<file path="config.mk">
export PLATFORM = sky130hd
export DESIGN_NAME = instruction_fetch
export DESIGN_NICKNAME = d
export VERILOG_FILES = /design/src/rtl/riscv_pkg.sv /design/src/rtl/fetch_skid_buffer.sv /design/src/rtl/instruction_fetch.sv
export SDC_FILE = /design/constraint.sdc
export NUM_CORES = 1
export LEC_CHECK = 0
export ABC_CLOCK_PERIOD_IN_PS = 6600
export CORE_MARGIN = 2
export CORE_UTILIZATION = 38
export DETAILED_ROUTE_END_ITERATION = 6
export GPL_TIMING_DRIVEN = 1
export HOLD_SLACK_MARGIN = 0.06
export SLEW_MARGIN = 20
export SYNTH_ARGS = -nofsm -noshare
export SYNTH_HDL_FRONTEND = slang
export SYNTH_SLANG_ARGS = --single-unit
</file>
<file path="constraint.sdc">
create_clock -name clk -period 6.6 [get_ports clk]
set_input_delay 0.99 -clock clk [delete_from_list [all_inputs] [get_ports clk]]
set_output_delay 0.99 -clock clk [all_outputs]
set_load 0.005 [all_outputs]
</file>
<file path="src/rtl/riscv_pkg.sv">
//------------------------------------------------------------------------------
// riscv_pkg : shared fetch-path types and constants
// Rev 1.0
//------------------------------------------------------------------------------
`default_nettype none

package riscv_pkg;

    localparam int          XLEN             = 32;
    localparam logic [31:0] DEFAULT_RESET_PC = 32'h0000_0000;
    localparam logic [31:0] PC_STEP          = 32'd4;
    localparam logic [31:0] NOP_INSTR        = 32'h0000_0013;

    typedef struct packed {
        logic [XLEN-1:0] pc;
        logic [XLEN-1:0] instr;
    } fetch_entry_t;

endpackage

`default_nettype wire

</file>
<file path="src/rtl/fetch_skid_buffer.sv">
//------------------------------------------------------------------------------
// fetch_skid_buffer : 2-entry FIFO of {pc, instr} with flush and occupancy
// Rev 1.0
//------------------------------------------------------------------------------
`default_nettype none

module fetch_skid_buffer
    import riscv_pkg::*;
(
    input  logic         clk,
    input  logic         rst_n,
    input  logic         flush,
    input  logic         push,
    input  fetch_entry_t push_data,
    input  logic         pop,
    output logic [1:0]   occ,
    output fetch_entry_t head
);

    fetch_entry_t entry0_q;
    fetch_entry_t entry1_q;
    fetch_entry_t hold_q;
    logic         wr_ptr_q;
    logic         rd_ptr_q;
    logic [1:0]   occ_q;
    fetch_entry_t cur_head;

    assign cur_head = rd_ptr_q ? entry1_q : entry0_q;

    // When empty, present the most recently shown head so decode sees stable data.
    assign head = (occ_q != 2'd0) ? cur_head : hold_q;
    assign occ  = occ_q;

    always_ff @(posedge clk or negedge rst_n) begin
        if (!rst_n) begin
            entry0_q <= '0;
            entry1_q <= '0;
            hold_q   <= '0;
            wr_ptr_q <= 1'b0;
            rd_ptr_q <= 1'b0;
            occ_q    <= 2'd0;
        end else begin
            if (occ_q != 2'd0) begin
                hold_q <= cur_head;
            end
            if (flush) begin
                wr_ptr_q <= 1'b0;
                rd_ptr_q <= 1'b0;
                occ_q    <= 2'd0;
            end else begin
                if (push) begin
                    if (wr_ptr_q) begin
                        entry1_q <= push_data;
                    end else begin
                        entry0_q <= push_data;
                    end
                    wr_ptr_q <= ~wr_ptr_q;
                end
                if (pop) begin
                    rd_ptr_q <= ~rd_ptr_q;
                end
                occ_q <= occ_q + {1'b0, push} - {1'b0, pop};
            end
        end
    end

    a_no_overflow: assert property (@(posedge clk) disable iff (!rst_n)
        !(push && !flush && !pop && (occ_q == 2'd2)));

endmodule

`default_nettype wire

</file>
<file path="src/rtl/instruction_fetch.sv">
//------------------------------------------------------------------------------
// instruction_fetch : PC generation, in-flight tracking and fetch issue control
// Rev 1.0
//------------------------------------------------------------------------------
`default_nettype none

module instruction_fetch #(
    parameter logic [31:0] RESET_PC = 32'h0000_0000,
    parameter logic [31:0] PC_STEP  = 32'd4
) (
    input  logic        clk,
    input  logic        rst_n,
    input  logic        fetch_en,
    input  logic        redirect_valid,
    input  logic [31:0] redirect_pc,
    output logic [31:0] imem_pc,
    input  logic [31:0] imem_instr,
    output logic        if_valid,
    input  logic        if_ready,
    output logic [31:0] if_pc,
    output logic [31:0] if_instr
);

    import riscv_pkg::*;

    logic [XLEN-1:0] pc_q;
    logic [XLEN-1:0] req_pc_q;
    logic            inflight_q;
    logic [1:0]      occ;
    logic            pop;
    logic            push;
    logic            issue;
    logic [2:0]      pending;
    fetch_entry_t    push_entry;
    fetch_entry_t    head_entry;

    assign pop  = if_valid & if_ready;
    assign push = inflight_q & ~redirect_valid;

    // Slots that will be claimed after this edge; issue only if one stays free.
    assign pending = {1'b0, occ} + {2'b00, inflight_q} - {2'b00, pop};
    assign issue   = fetch_en & ~redirect_valid & (pending <= 3'd1);

    assign push_entry.pc    = req_pc_q;
    assign push_entry.instr = imem_instr;

    always_ff @(posedge clk or negedge rst_n) begin
        if (!rst_n) begin
            pc_q       <= RESET_PC;
            req_pc_q   <= '0;
            inflight_q <= 1'b0;
        end else if (redirect_valid) begin
            pc_q       <= {redirect_pc[31:2], 2'b00};
            inflight_q <= 1'b0;
        end else if (issue) begin
            req_pc_q   <= pc_q;
            inflight_q <= 1'b1;
            pc_q       <= pc_q + PC_STEP;
        end else begin
            inflight_q <= 1'b0;
        end
    end

    fetch_skid_buffer u_buf (
        .clk       (clk),
        .rst_n     (rst_n),
        .flush     (redirect_valid),
        .push      (push),
        .push_data (push_entry),
        .pop       (pop & ~redirect_valid),
        .occ       (occ),
        .head      (head_entry)
    );

    assign imem_pc  = pc_q;
    assign if_valid = (occ != 2'd0);
    assign if_pc    = head_entry.pc;
    assign if_instr = head_entry.instr;

endmodule

`default_nettype wire

</file>
# Word-level counts from Yosys, hierarchy flattened

Index checks and enable logic that the tools add are counted.
W data, S select, Z words.

Register bits: 261
Output and inout port bits: 97
Word-level logic and storage cells: 44

Add/subtract/negate cells: 5
Order comparisons: 1
Muxes and demuxes: 11
Bitwise gates (word level): 8
Reductions and logical operators: 7

Operators with widths:

| kind                    | number |
|---|---|
| $mux W64                | 2 |
| $mux W32                | 2 |
| $add A32 B3 Y32 const B | 1 |
| $reduce_bool A2 Y1      | 4 |
| $mux W1                 | 6 |
| $reduce_and A3 Y1       | 2 |
| $and A1 B1 Y1           | 5 |
| $add A2 B1 Y3           | 1 |
| $le A3 B1 Y1 const B    | 1 |
| $not A1 Y1              | 3 |
| $sub A3 B1 Y3           | 1 |
| $add A2 B1 Y2           | 1 |
| $mux W2                 | 1 |
| $reduce_and A2 Y1       | 1 |
| $sub A2 B1 Y2           | 1 |

# Depth between registers and ports, before layout

Depth in word-level cells: 7
Gate-level depth with buffers: 14
Mapped depth without buffers: 12

# By module

From an unflattened synthesis, not the netlist that was laid out.

Cell total of the unflattened synthesis: 912
Area, all modules: 11474.8 um^2

By module, submodules not included:

| module            | instances | cells an instance | area an instance (um^2) | seq. area each (um^2) |
|---|---|---|---|---|
| fetch_skid_buffer | 1         | 572               | 8409.3                  | 4904.7 |
| instruction_fetch | 1         | 340               | 3065.4                  | 1526.5 |

# Least setup slack after synthesis

OpenSTA, ideal clock, no wires.

Path kind: input -> register
From: input port if_ready
To: register pc_q[26], in the netlist imem_pc[26]
Library setup time: 0.152 ns
Arrival time: 3.035 ns
Data required time: 6.448 ns
Slack: 3.413 ns
Cell stages on the path: 10
Cell sequence: and3_1 -> o21bai_1 -> ha_1 -> inv_1 -> fa_1 -> xor2_2 -> nor4_2 -> nand4_1 -> o311ai_0 -> o311ai_0

Word-level cells in the longest chain between the ends: 5

Ends and longest elaborated chain:

| item                         | RTL line                | source |
|---|---|---|
| start, declared              | instruction_fetch.sv:19 | `input logic if_ready,` |
| $and A1 B1 Y1                | instruction_fetch.sv:37 | `assign pop = if_valid & if_ready;` |
| $sub A3 B1 Y3                | instruction_fetch.sv:41 | `assign pending = {1'b0, occ} + {2'b00, inflight_q} - {2'b00, pop};` |
| $le A3 B1 Y1                 | instruction_fetch.sv:42 | `assign issue = fetch_en & ~redirect_valid & (pending <= 3'd1);` |
| $and A1 B1 Y1                | instruction_fetch.sv:42 |  |
| $reduce_bool A2 Y1 (no line) | --                      |  |
| end signal, assigned         | instruction_fetch.sv:53 | `pc_q <= {redirect_pc[31:2], 2'b00};` |
| end signal, assigned         | instruction_fetch.sv:58 | `pc_q <= pc_q + PC_STEP;` |
| end, declared                | instruction_fetch.sv:26 | `logic [XLEN-1:0] pc_q;` |

No other way between the ends.
A chain may end at the register's enable or synchronous reset.

# Worst setup path after layout

From: register u_buf.occ_q[1], in the netlist u_buf.occ[1]
To: output port if_pc[17]

Word-level cells in the longest chain between the ends: 2

Ends and longest elaborated chain:

| item                   | RTL line                | source |
|---|---|---|
| start, declared        | fetch_skid_buffer.sv:25 | `logic [1:0] occ_q;` |
| start signal, assigned | fetch_skid_buffer.sv:62 | `occ_q <= occ_q + {1'b0, push} - {1'b0, pop};` |
| $reduce_bool A2 Y1     | fetch_skid_buffer.sv:31 | `assign head = (occ_q != 2'd0) ? cur_head : hold_q;` |
| $mux W64               | fetch_skid_buffer.sv:31 |  |
| end, declared          | instruction_fetch.sv:20 | `output logic [31:0] if_pc,` |

No other way between the ends.

==> flow_metrics.tcl <==
set metrics [dict create \
    synth_xor_area_share_pct 0.560 \
    synth_fa_ha_area_share_pct 0.653 \
    finalWeightedCongestion 0.863 \
    rows 61 \
    drv_cap 0 \
    max_freq_mhz 236 \
    num_io_pins 166 \
    slew_viol_final 0 \
    wl_per_cell_um 16.9 \
    post_cts_buffers 0 \
    final_hold_viol_count 0 \
    synth.distinct_cells 53 \
    initial_core_util_pct 38.6 \
    crit_family "buffers and inverters" \
    synth_ff_type "dfrtp_1" \
    critPathBufInv 2 \
    portBuffers 161 \
    synth_edf_count 0 \
    n_antenna_cell 0 \
    crit_path_start_kind "flip-flop" \
    grt_use_total_pct 16.5 \
    fin_skew_ns 0.0106 \
    finalSetupTns_ns 0 \
    hold_path_class "flip-flop to flip-flop" \
    drt_iter0_drc 400 \
    p_leak_nw 5.96 \
    yosys_register_bits 253 \
    routed-via-count 7197 \
    clk_pin_slew_ns 0.06 \
    finalNonFillerCells 1443 \
    drtAntennaViolNets 0 \
    slew-limit-headroom_pct 33.3 \
    clock_power_share_pct 28.5 \
    slowest_stage "buf_4" \
    layout_common_cells "252 x dfrtp_1, 180 x nand2_1, 160 x clkdlybuf4s50_1" \
    synth_area_mm2 0.0107 \
    final_common_cell "dfrtp_1" \
    cts_tree "done" \
    chipWidth_um 172 \
    synth_compound_gate_area_share_pct 7.00 \
    area.growth.synth_to_final_pct 27.0 \
    first_global_vias 7292 \
    synthSimpleGateAreaFrac_pct 11.3 \
    post_drt_via_cell_ratio 4.99 \
    grt_max_degree 106 \
    arrival_ns 3.26 \
    combinationalPowerShare_pct 27.9 \
    grt_overflow_total 0 \
    root_buffer "clkbuf_16" \
    die_height_um 172 \
    synthMuxAreaShare_pct 18.8 \
    cp_max_fo 96 \
    powerDensity_mw_per_mm2 416 \
    cts_htree_levels 1 \
    ctsResizeCount 0 \
    finalCriticalPeriod_ns 4.25 \
    setup_viol 0 \
    grt_pass1_wl_um 39200 \
    slowest_delay_ns 0.75 \
    peakVddDrop_uv 177 \
    postSynthAreaPerCell_um2 11.9 \
    required_ns 5.61 \
    yosys_warnings 0 \
    p_sw_w 0.00161 \
    timing.final.crit_share_pct 64.3 \
    tightest_slew_ns 0.999 \
    end_kind "output port" \
    synth.top_cell.area_share_pct 59.0 \
    cts_buffers 28 \
    synth_top_family_by_area "multiplexers" \
    wl_um 24400 \
    clk_latency_ns 0.54 \
    utilization_pct 49.0 \
    switching_share_pct 28.4 \
    dieArea_mm2 0.0296 \
    postCtsHoldBufs 0 \
    nNetsFinal 1119 \
    synth_area_leaders "dfrtp_1 59%, mux2_2 13%, nand2_1 6.3%, mux2i_1 5.8%, o21ai_0 3.3%" \
    drc 0 \
    multi_input_area_mm2 0.00414 \
    synth_area_leader_cell "dfrtp_1" \
    dp_cells 1393 \
    async_flop_share_pct 100 \
    ys_seq_area_share_pct 59.0 \
    nFillCells 2561 \
    clockBufferDepth 3 \
    cts.sinks 253 \
    antenna_found_initial 0 \
    hpwl_um 15400 \
    core_mm2 0.0278 \
    layout-drive-gt1-share_pct 18.2 \
    syn_inst 898 \
    power_w 0.00566 \
    worstPathCellList "nor2_4 -> buf_4 -> nand2_1 -> o21ai_0 -> clkdlybuf4s50_1" \
    outcome "finished clean" \
    drt_pass1_iterations 4 \
    p_seq_share_pct 43.6 \
    grt_setup_unrepaired "false" \
    path_class "flip-flop to output port" \
    register_area_mm2 0.00633 \
    internal-power_w 0.00405 \
]
==> worst register-to-register path, delay by kind of cell, from the launching register on <==
| kind | cells | cell delay, ns |
|---|---|---|
| buffers and inverters | 2 | 0.57 |
| AO/OA/AOI/OAI | 3 | 0.51 |
| adder cells (fa/ha/maj) | 2 | 0.56 |
| flip-flops | 1 | 0.55 |
| XOR/XNOR | 1 | 0.24 |
| AND/OR/NAND/NOR | 3 | 0.85 |
==> path summary, 6_finish.rpt <==
path	from	to	slack [ns]	cells past startpoint
setup / recovery	u_buf.occ[1]	if_pc[17]	2.35	5
hold / removal	u_buf.hold_q[33]	u_buf.hold_q[33]	0.48	1
setup reg to reg	u_buf.occ[1]	imem_pc[12]	3.14	11
hold reg to reg	u_buf.hold_q[33]	u_buf.hold_q[33]	0.48	1
max in group asynchronous	rst_n	req_pc_q[5]	4.69	2
min in group asynchronous	rst_n	u_buf.entry1_q[25]	0.49	1
==> logic make-up after synthesis <==
logic type / Yosys count
AO/OA/AOI/OAI: 120
buffers and inverters: 61
flip-flops: 253
other: 1
adder cells (fa/ha/maj): 5
multiplexers: 186
AND/OR/NAND/NOR: 266
XOR/XNOR: 6
==> registers in the layout, summed over array words and instances (netlist names) <==
register	count
u_buf.entry0_q	62
u_buf.entry1_q	62
u_buf.wr_ptr_q	1
inflight_q	1
imem_pc	30
u_buf.hold_q	64
u_buf.occ	2
req_pc_q	30
u_buf.rd_ptr_q	1
==> cell usage after synthesis, types with 7 or more instances <==
cell type    n
a21oi_1      7
a221o_1     11
and2_1       8
buf_1        7
buf_2       14
clkbuf_1    26
dfrtp_1    253
inv_1        7
mux2_2     124
mux2i_1     62
nand2_1    181
nand3_1     13
nand4_1     13
nor2_1      19
o21ai_0     71
o311ai_0    12
==> stage by stage <==
step / hold WS (ns) / cell area, µm² / worst slack, ns
final: 0.479 / 13600 / 2.35
after global routing: 0.495 / 13600 / 2.03
after CTS: 0.487 / 13600 / 2.27
after detailed placement: 0.470 / 12700 / 2.13
after global placement: 0.464 / 12700 / 2.22
after floorplan: 0.458 / 10700 / 3.41
==> layout make-up <==
type                    count  share of cell area (%)
well taps                 378                    3.47
flip-flops and latches    253                    46.5
repair buffers            169                    12.3
inverters                   8                   0.220
clock buffers              39                    6.12
clock inverters            11                    1.01
multi-input cells         585                    30.4
==> power by group through the flow <==
stage / sequential (W) / clock (W) / combinational (W)
6_report: 0.00247 / 0.00161 / 0.00158
5_1_grt: 0.00255 / 0.00174 / 0.00176
4_1_cts: 0.00248 / 0.00166 / 0.00162
3_5_place_dp: 0.00250 / 0 / 0.00161
3_3_place_gp: 0.00248 / 0 / 0.00158
2_1_floorplan: 0.00239 / 0 / 0.000905
==> routing by layer <==
layer,vias to the layer above,track usage (%),wire (µm)
met5,-,0,0
met1,3527,24.3,12000
met4,0,3.91,323
li1,3458,-,-
met2,184,24.7,10400
met3,28,3.96,1710
Note: power is estimated with default switching activity, not from simulation.
==> patch: new RTL, config.mk and constraints unchanged <==
Reset style: synchronous (`rst_n`), changed in 2 clocked blocks.
--- a/src/rtl/fetch_skid_buffer.sv
+++ b/src/rtl/fetch_skid_buffer.sv
@@ -31,7 +31,7 @@
     assign head = (occ_q != 2'd0) ? cur_head : hold_q;
     assign occ  = occ_q;
 
-    always_ff @(posedge clk or negedge rst_n) begin
+    always_ff @(posedge clk) begin
         if (!rst_n) begin
             entry0_q <= '0;
             entry1_q <= '0;
--- a/src/rtl/instruction_fetch.sv
+++ b/src/rtl/instruction_fetch.sv
@@ -44,7 +44,7 @@
     assign push_entry.pc    = req_pc_q;
     assign push_entry.instr = imem_instr;
 
-    always_ff @(posedge clk or negedge rst_n) begin
+    always_ff @(posedge clk) begin
         if (!rst_n) begin
             pc_q       <= RESET_PC;
             req_pc_q   <= '0;
Formal check against the unedited RTL: differs if rst_n is asserted again (counterexample within 4 cycles, from zero or initial values and one cycle with rst_n low); with rst_n held inactive, the same outputs for 4 cycles.
==> patch against the unedited design <==
  * Setup slack better by 0.28 ns
  * Synthesized cell count up 43%
  * Cell area down 4.3%
  * Clock skew about the same
  * Synthesized area down 3.7%
  * Global-route usage up 2.3 points
  * Sequential cell count unchanged
  * Routed wire length up 12%
  * Final cell count up 21%
Power is not compared: it rests on default switching activity, and its combinational part moved more than twofold at a synthesized area within 25%.
==> patch: results (changes against the unedited design) <==
| Metric | Value |
|---|---|
| DP Area | `0.0121 mm^2 (-4.3%)` |
| Crit-path slowest cell | `dfxtp_4` |
| Dominant cells by area after synthesis | `dfxtp_1, nand2_1, a21oi_1` |
| Worst reg2reg endpoint | `imem_pc[11]` |
| Register area share after synthesis | `0.490 (-0.100)` |
| First-pass GRT wire length | `43,800 um (+12%)` |
| Synth top cells by count | `nand2_1, dfxtp_1, a21oi_1` |
| DR WL met2 | `12,400 um (+20%)` |
| Filler cells | `2,613 (+2.0%)` |
| Clock skew | `0.0102 ns (-0.000342 ns)` |
| # placed instances | `1,702 (+22%)` |
| Wire length on met3 | `1380 um (-20%)` |
| Min cycle time layout | `3.97 ns (-0.278 ns)` |
| Reg2reg setup slack | `2.74 ns (-0.40 ns)` |
| Reg2reg start | `u_buf.occ[1]` |
| Layout Cells excl Fill | `1,753 (+21%)` |
| Met2 usage | `0.312 (+0.0655)` |
| Layout cells sized above 1 | `0.0545 (-0.128)` |
| Largest net degree at the start of global routing | `117 (+10%)` |
| GR Layer Usage met1 | `0.261 (+0.0175)` |
| Vias in the first global route | `8,270 (+13%)` |
| Max stage delay on crit path | `0.81 ns (+0.06 ns)` |
| Slew HR | `0.322 (-0.0110)` |
| Mapped Cells | `1,282 (+43%)` |
| Crit-path max FO | `37 (-61%)` |
| Gr usage total | `0.188 (+0.0231)` |
| Hold EP | `u_buf.entry0_q[18]` |
| First-pass DRT Iterations | `5 (+1)` |
| Total Routed Length | `27,300 um (+12%)` |
| CP arrival | `2.98 ns (-0.28 ns)` |
| Via Count | `8,762 (+22%)` |
| Status | `complete, no violations` |
| Fraction of registers with async set/reset | `0 (-1.00)` |
| Hpwl dp | `16,700 um (+9.0%)` |
| Hold depth | `2 (+1)` |
| Crit path to | `if_pc[21]` |
| Worst hold path startpoint | `u_buf.entry0_q[18]` |
| Nets@finish | `1,466 (+31%)` |
## patch: layout make-up
type                            count  area, um^2  share of cell area
Sequential cell                   253        5070               0.389
Multi-Input combinational cell    923        4880               0.374
Timing Repair Buffer              173        1700               0.130
Clock buffer                       44         862              0.0661
Tap cell                          341         427              0.0327
Clock inverter                      7        61.3             0.00470
Inverter                           12        47.5             0.00365
## patch: power by group through the flow
stage	clock network [mW]	registers [mW]	logic (mW)
6_report	1.54	1.58	0.184
5_1_grt	1.65	1.58	0.201
4_1_cts	1.58	1.58	0.186
3_5_place_dp	0	1.61	0.184
3_3_place_gp	0	1.61	0.184
2_1_floorplan	0	1.60	0.0902
## patch: cells by family after synthesis
group                      count (synthesis)  share of synthesized area
AOI/OAI and AO/OA                        277                      0.143
xor gates and xnor gates                  13                     0.0110
adders and majority gates                  6                    0.00799
buffers and inverters                    107                     0.0423
DFF                                      253                      0.490
muxes                                     68                     0.0668
other                                      1                   0.000363
and+or+nand+nor                          557                      0.239
